### src/rtl/ns_rr_arb.sv
// rtl/ns_rr_arb.sv - round-robin arbiter with registered one-hot grant and valid/ready handoff
// Optional feature macro: NS_RR_ARB_LOCK_EN (adds lock port to hold priority on the accepted requester)
module ns_rr_arb #(
    parameter int REQ_WIDTH = 8,
    localparam int IDX_W = $clog2(REQ_WIDTH)
) (
    input  logic                 clk,
    input  logic                 rst_n,
    input  logic [REQ_WIDTH-1:0] req,
    input  logic                 gnt_ready,
`ifdef NS_RR_ARB_LOCK_EN
    input  logic                 lock,
`endif
    output logic                 gnt_valid,
    output logic [REQ_WIDTH-1:0] gnt_onehot,
    output logic [IDX_W-1:0]     last_idx
);

    typedef enum logic {
        S_IDLE  = 1'b0,
        S_GRANT = 1'b1
    } state_t;

    state_t               state_q, state_d;
    logic [REQ_WIDTH-1:0] gnt_q, gnt_d;
    logic [IDX_W-1:0]     last_idx_q, last_idx_d;
    logic [IDX_W-1:0]     acc_idx;
    logic [IDX_W-1:0]     ptr_after_accept;

    // Requests strictly above ptr win first; otherwise wrap to the lowest set bit of r.
    function automatic logic [REQ_WIDTH-1:0] rr_pick(
        input logic [REQ_WIDTH-1:0] r,
        input logic [IDX_W-1:0]     ptr
    );
        logic [REQ_WIDTH-1:0] masked;
        logic [REQ_WIDTH-1:0] src;
        logic [REQ_WIDTH-1:0] res;
        logic                 found;
        masked = '0;
        res    = '0;
        found  = 1'b0;
        for (int i = 0; i < REQ_WIDTH; i++) begin
            masked[i] = r[i] && (IDX_W'(i) > ptr);
        end
        src = (|masked) ? masked : r;
        for (int i = 0; i < REQ_WIDTH; i++) begin
            if (src[i] && !found) begin
                res[i] = 1'b1;
                found  = 1'b1;
            end
        end
        return res;
    endfunction

    function automatic logic [IDX_W-1:0] onehot_idx(input logic [REQ_WIDTH-1:0] oh);
        logic [IDX_W-1:0] idx;
        idx = '0;
        for (int i = 0; i < REQ_WIDTH; i++) begin
            if (oh[i]) begin
                idx = idx | IDX_W'(i);
            end
        end
        return idx;
    endfunction

    always_comb begin
        acc_idx = onehot_idx(gnt_q);
`ifdef NS_RR_ARB_LOCK_EN
        // Parking the pointer one below the winner keeps that requester at top priority.
        if (lock) begin
            ptr_after_accept = (acc_idx == '0) ? IDX_W'(REQ_WIDTH - 1) : acc_idx - IDX_W'(1);
        end else begin
            ptr_after_accept = acc_idx;
        end
`else
        ptr_after_accept = acc_idx;
`endif
    end

    always_comb begin
        state_d    = state_q;
        gnt_d      = gnt_q;
        last_idx_d = last_idx_q;
        case (state_q)
            S_IDLE: begin
                if (|req) begin
                    gnt_d   = rr_pick(req, last_idx_q);
                    state_d = S_GRANT;
                end
            end
            S_GRANT: begin
                // Without an accept the grant stays frozen regardless of req.
                if (gnt_ready) begin
                    last_idx_d = ptr_after_accept;
                    if (|req) begin
                        gnt_d = rr_pick(req, ptr_after_accept);
                    end else begin
                        gnt_d   = '0;
                        state_d = S_IDLE;
                    end
                end
            end
            default: begin
                gnt_d   = '0;
                state_d = S_IDLE;
            end
        endcase
    end

    always_ff @(posedge clk or negedge rst_n) begin
        if (!rst_n) begin
            state_q    <= S_IDLE;
            gnt_q      <= '0;
            last_idx_q <= IDX_W'(REQ_WIDTH - 1);
        end else begin
            state_q    <= state_d;
            gnt_q      <= gnt_d;
            last_idx_q <= last_idx_d;
        end
    end

    assign gnt_valid  = (state_q == S_GRANT);
    assign gnt_onehot = gnt_q;
    assign last_idx   = last_idx_q;

endmodule

### config.mk
export PLATFORM = sky130hd
export DESIGN_NAME = ns_rr_arb
export DESIGN_NICKNAME = d
export VERILOG_FILES = /design/src/rtl/ns_rr_arb.sv
export SDC_FILE = /design/constraint.sdc
export NUM_CORES = 1
export LEC_CHECK = 0
export ABC_AREA = 1
export CORE_MARGIN = 2
export CORE_UTILIZATION = 50
export CTS_CLUSTER_DIAMETER = 200
export DETAILED_ROUTE_END_ITERATION = 6
export PLACE_DENSITY = 0.8
export SLEW_MARGIN = 20
export SYNTH_ARGS = -nofsm -noshare
export SYNTH_HDL_FRONTEND = slang
export SYNTH_SLANG_ARGS = --single-unit
### constraint.sdc
create_clock -name clk -period 2.26 [get_ports clk]
set_input_delay 0.226 -clock clk [delete_from_list [all_inputs] [get_ports clk]]
set_output_delay 0.226 -clock clk [all_outputs]
set_load 0.1 [all_outputs]
==> qor_table.md, run 1 <==
| Stage | Result | Reported |
| --- | --- | --- |
| outcome | Run status | complete, no violations |
| synthesis | Number of warnings reported in the yosys synthesis log | 0 |
| sta | Final Hold Viols | 0 |
| synthesis | Post-Syn Area per Cell | 6.41 µm² |
| die | Std-Cell Core Area | 2020 µm² |
| clock tree | Cts-stage hold buffer count | 0 |
| setup path | Slack of the worst reg-to-reg path | 0.13 ns |
| die | Num rows | 16 |
| die | Starting density of the core | 0.542 |
| placement | PortBufs | 22 |
| synthesis | #FFs+latches synth | 12 |
| sta | Final setup viols | 0 |
| synthesis | Synthesized Nets | 182 |
| route | Vias per inst | 5.44 |
| pwr | Power density over the cells | 797 nW/µm² |
| route | Starting DRT DRC Count | 60 |
| setup path | Required time of the worst setup path | 2.44 ns |
| sta | Slew at the pin with the worst max-slew slack | 0.664 ns |
| die | Number of ports placed on the die boundary | 23 |
| synthesis | Register area share after synthesis | 0.277 |
| setup path | Maximum net fanout on the critical path | 6 |
| clock tree | Largest buffer count on any clock path | 2 |
| route | DRC Markers | 0 |
| clock tree | H-tree depth | 1 |
| synthesis | Distinct cell type count of the synthesized netlist | 23 |
| global routing | Initial antenna violation count | 0 |
| finish | Number of fill cells in the layout | 183 |
| placement | Routability Congestion | 0.986 |
| sta | Shortest clock period the worst path allows after layout | 2.13 ns |
| pwr | IR drop worst, VDD | 787 µV |
| sta | Max-Slew Margin vs Limit | 0.553 |
| sta | Final total negative setup slack | 0 ns |
| clock tree | Clock tree from TritonCTS | yes |
| clock tree | Clock buffers created by TritonCTS | 3 |
| clock tree | Number of setup buffers added after CTS | 0 |
| placement | Placed Area | 1320 µm² |
| clock tree | Worst skew pair latency | 0.28 ns |
| clock tree | Post-cts repair resize count | 0 |
| route | DR pass1 iterations | 4 |
| synthesis | Number of instances in the synthesized netlist | 171 |
| die | Width of the die | 50.8 µm |
| sta | Worst Setup Slack, final | 0.127 ns |
| sta | Final Cycle Share | 0.944 |
| finish | Final design area excluding fillers | 1370 µm² |
| route | Total wire length after detailed routing | 3.08 mm |
| clock tree | Master cell of the clock root buffer | sky130_fd_sc_hd__clkbuf_4 |
| route | Average wire per cell in the routed design | 13.8 µm |
| finish | Number of inserted diodes | 0 |
| sta | Final hold slack | 0.300 ns |
| finish | Leading cell types in the layout, fill and taps excluded | sky130_fd_sc_hd__nand2_1 (31), sky130_fd_sc_hd__nor2_1 (30), sky130_fd_sc_hd__inv_1 (22) |
| setup path | CP Capture Type | flop |
| finish | Area growth from synthesis to final layout | 24.8% |
| clock tree | Post-CTS clock slew at the launch and capture registers of the worst setup and hold paths | 0.08 ns |
| setup path | Kind of critical path | flop to flop |
| global routing | Via count of the first global-routing pass | 1,099 |
| route | Post-detailed-route count of antenna-violating nets | 0 |
| sta | Post-Route Skew | 0.00147 ns |
| finish | Most common cell after layout, fill and taps aside | sky130_fd_sc_hd__nand2_1 |
| setup path | Worst Path Arrival | 2.31 ns |
| sta | RSZ-0062 raised after global routing | true |
| sta | Timing-limited maximum frequency | 469 MHz |
| global routing | Global-route wire length before repair | 4.99 mm |
| setup path | Element type at the critical path start | flop |
| clock tree | TritonCTS sink count | 12 |
| sta | Slew Viols, Final | 0 |
| pwr | Leakage Power | 0.000688 µW |
| placement | Estimated wirelength of the detail-placed design | 2.46 mm |
| global routing | Leftover overflow at the end of global routing | 0 |
| global routing | Overall track demand over capacity in global routing | 0.269 |
| job | MaxCap Viol Count | 0 |
| worst hold path | Worst hold path type | input pin to async pin |
| global routing | Pin count of the biggest net entering global routing | 13 |
| placement | Setup slack at placement | 0.00616 ns |
| synthesis | Combined area of all synthesized cells | 1100 µm² |
| finish | Share of final-layout standard cells stronger than drive strength 1 | 0.244 |
| die | Die ar. | 2580 µm² |
| finish | NumNets Final | 209 |
| route | Number of vias after detailed routing | 1,218 |
| die | Height of the die | 50.8 µm |
## cells by family (layout without fill, tap and decap cells)
| group | Yosys count | after routing | share of synthesized area |
|---|---|---|---|
| and+or+nand+nor | 109 | 109 | 0.519 |
| buffers and inverters | 26 | 52 | 0.0890 |
| AOI/OAI and AO/OA | 24 | 24 | 0.114 |
| DFF | 12 | 12 | 0.277 |
## stage by stage
step / power [µW] / instances / utilization
2_1_floorplan: 767 / 171 / -
3_3_place_gp: 898 / 220 / 0.655
3_5_place_dp: 906 / 220 / 0.655
4_1_cts: 1080 / 224 / 0.673
5_1_grt: 1150 / 224 / 0.676
6_report: 1090 / 224 / 0.676
## flip-flops by register name, summed over array words and instances (netlist names)
register,count
gnt_valid,1
gnt_onehot,8
last_idx,3
## worst max-delay path, stage by stage (launching register included)
cell and delay [ns]:
sky130_fd_sc_hd__dfstp_2 0.57, sky130_fd_sc_hd__nand2_1 0.08, sky130_fd_sc_hd__o21ai_0 0.15, sky130_fd_sc_hd__nand2_1 0.08
sky130_fd_sc_hd__nor2_1 0.16, sky130_fd_sc_hd__nand2_1 0.17, sky130_fd_sc_hd__o21ai_0 0.36, sky130_fd_sc_hd__nor2_1 0.11
sky130_fd_sc_hd__nand2_1 0.07, sky130_fd_sc_hd__o21ai_1 0.06, sky130_fd_sc_hd__nor2_1 0.16, sky130_fd_sc_hd__nor2_1 0.06
## worst paths after layout
kind	startpoint	to	cells after the start
max	last_idx[0]$_DFFE_PN1P_	gnt_onehot[7]$_DFFE_PN0P_	11
min	rst_n	gnt_onehot[6]$_DFFE_PN0P_	1
max reg2reg	last_idx[0]$_DFFE_PN1P_	gnt_onehot[7]$_DFFE_PN0P_	11
min reg2reg	gnt_onehot[0]$_DFFE_PN0P_	gnt_onehot[0]$_DFFE_PN0P_	2
max in group asynchronous	rst_n	last_idx[2]$_DFFE_PN1P_	1
min in group clk	gnt_onehot[0]$_DFFE_PN0P_	gnt_onehot[0]$_DFFE_PN0P_	2
## cell type report
cell class                      count  area, µm²  share of cell area
Multi-Input combinational cell    133        702               0.513
Timing Repair Buffer               23        198               0.145
Clock buffer                        4       36.3              0.0265
Inverter                           25       93.8              0.0686
Tap cell                           27       33.8              0.0247
Sequential cell                    12        304               0.222
## report_power, final
group | internal (µW) | leakage [µW] | switching [µW]
sequential | 249 | 0.000139 | 33.7
clock | 98.1 | 0.0000210 | 78.3
combinational | 163 | 0.000528 | 467
total | 511 | 0.000688 | 579
## per-layer routing
metal | global-route usage | wire [µm] | vias to the layer above
li1 | - | - | 604
met1 | 0.346 | 1290 | 552
met2 | 0.439 | 1460 | 56
met3 | 0.0643 | 270 | 6
met4 | 0.0991 | 57 | 0
met5 | 0 | 0 | -
## Yosys cell counts (all sizes together)
library cell / count / area share
dfrtp: 9 / 0.21
o21ai: 14 / 0.064
dfstp: 3 / 0.072
nor3: 2 / 0.019
clkbuf: 1 / 0.0034
nor2: 41 / 0.19
a31oi: 4 / 0.023
a21oi: 6 / 0.027
nor4: 1 / 0.0057
nand3: 21 / 0.11
nand4: 2 / 0.011
and3: 1 / 0.0057
nand2: 39 / 0.17
nand3b: 2 / 0.014
inv: 25 / 0.086
No activity file was read; power rests on OpenSTA's default activity.
==> run 2: changes to the inputs <==
--- a/config.mk
+++ b/config.mk
@@ -8,10 +8,11 @@
 export ABC_AREA = 1
 export CORE_MARGIN = 2
 export CORE_UTILIZATION = 50
-export CTS_CLUSTER_DIAMETER = 200
+export CTS_CLUSTER_DIAMETER = 80
 export DETAILED_ROUTE_END_ITERATION = 6
 export PLACE_DENSITY = 0.8
 export SLEW_MARGIN = 20
 export SYNTH_ARGS = -nofsm -noshare
 export SYNTH_HDL_FRONTEND = slang
 export SYNTH_SLANG_ARGS = --single-unit
+export TNS_END_PERCENT = 30
==> results of run 2 <==
Same layout as run 1: the final DEF is identical, and so are final timing and power.
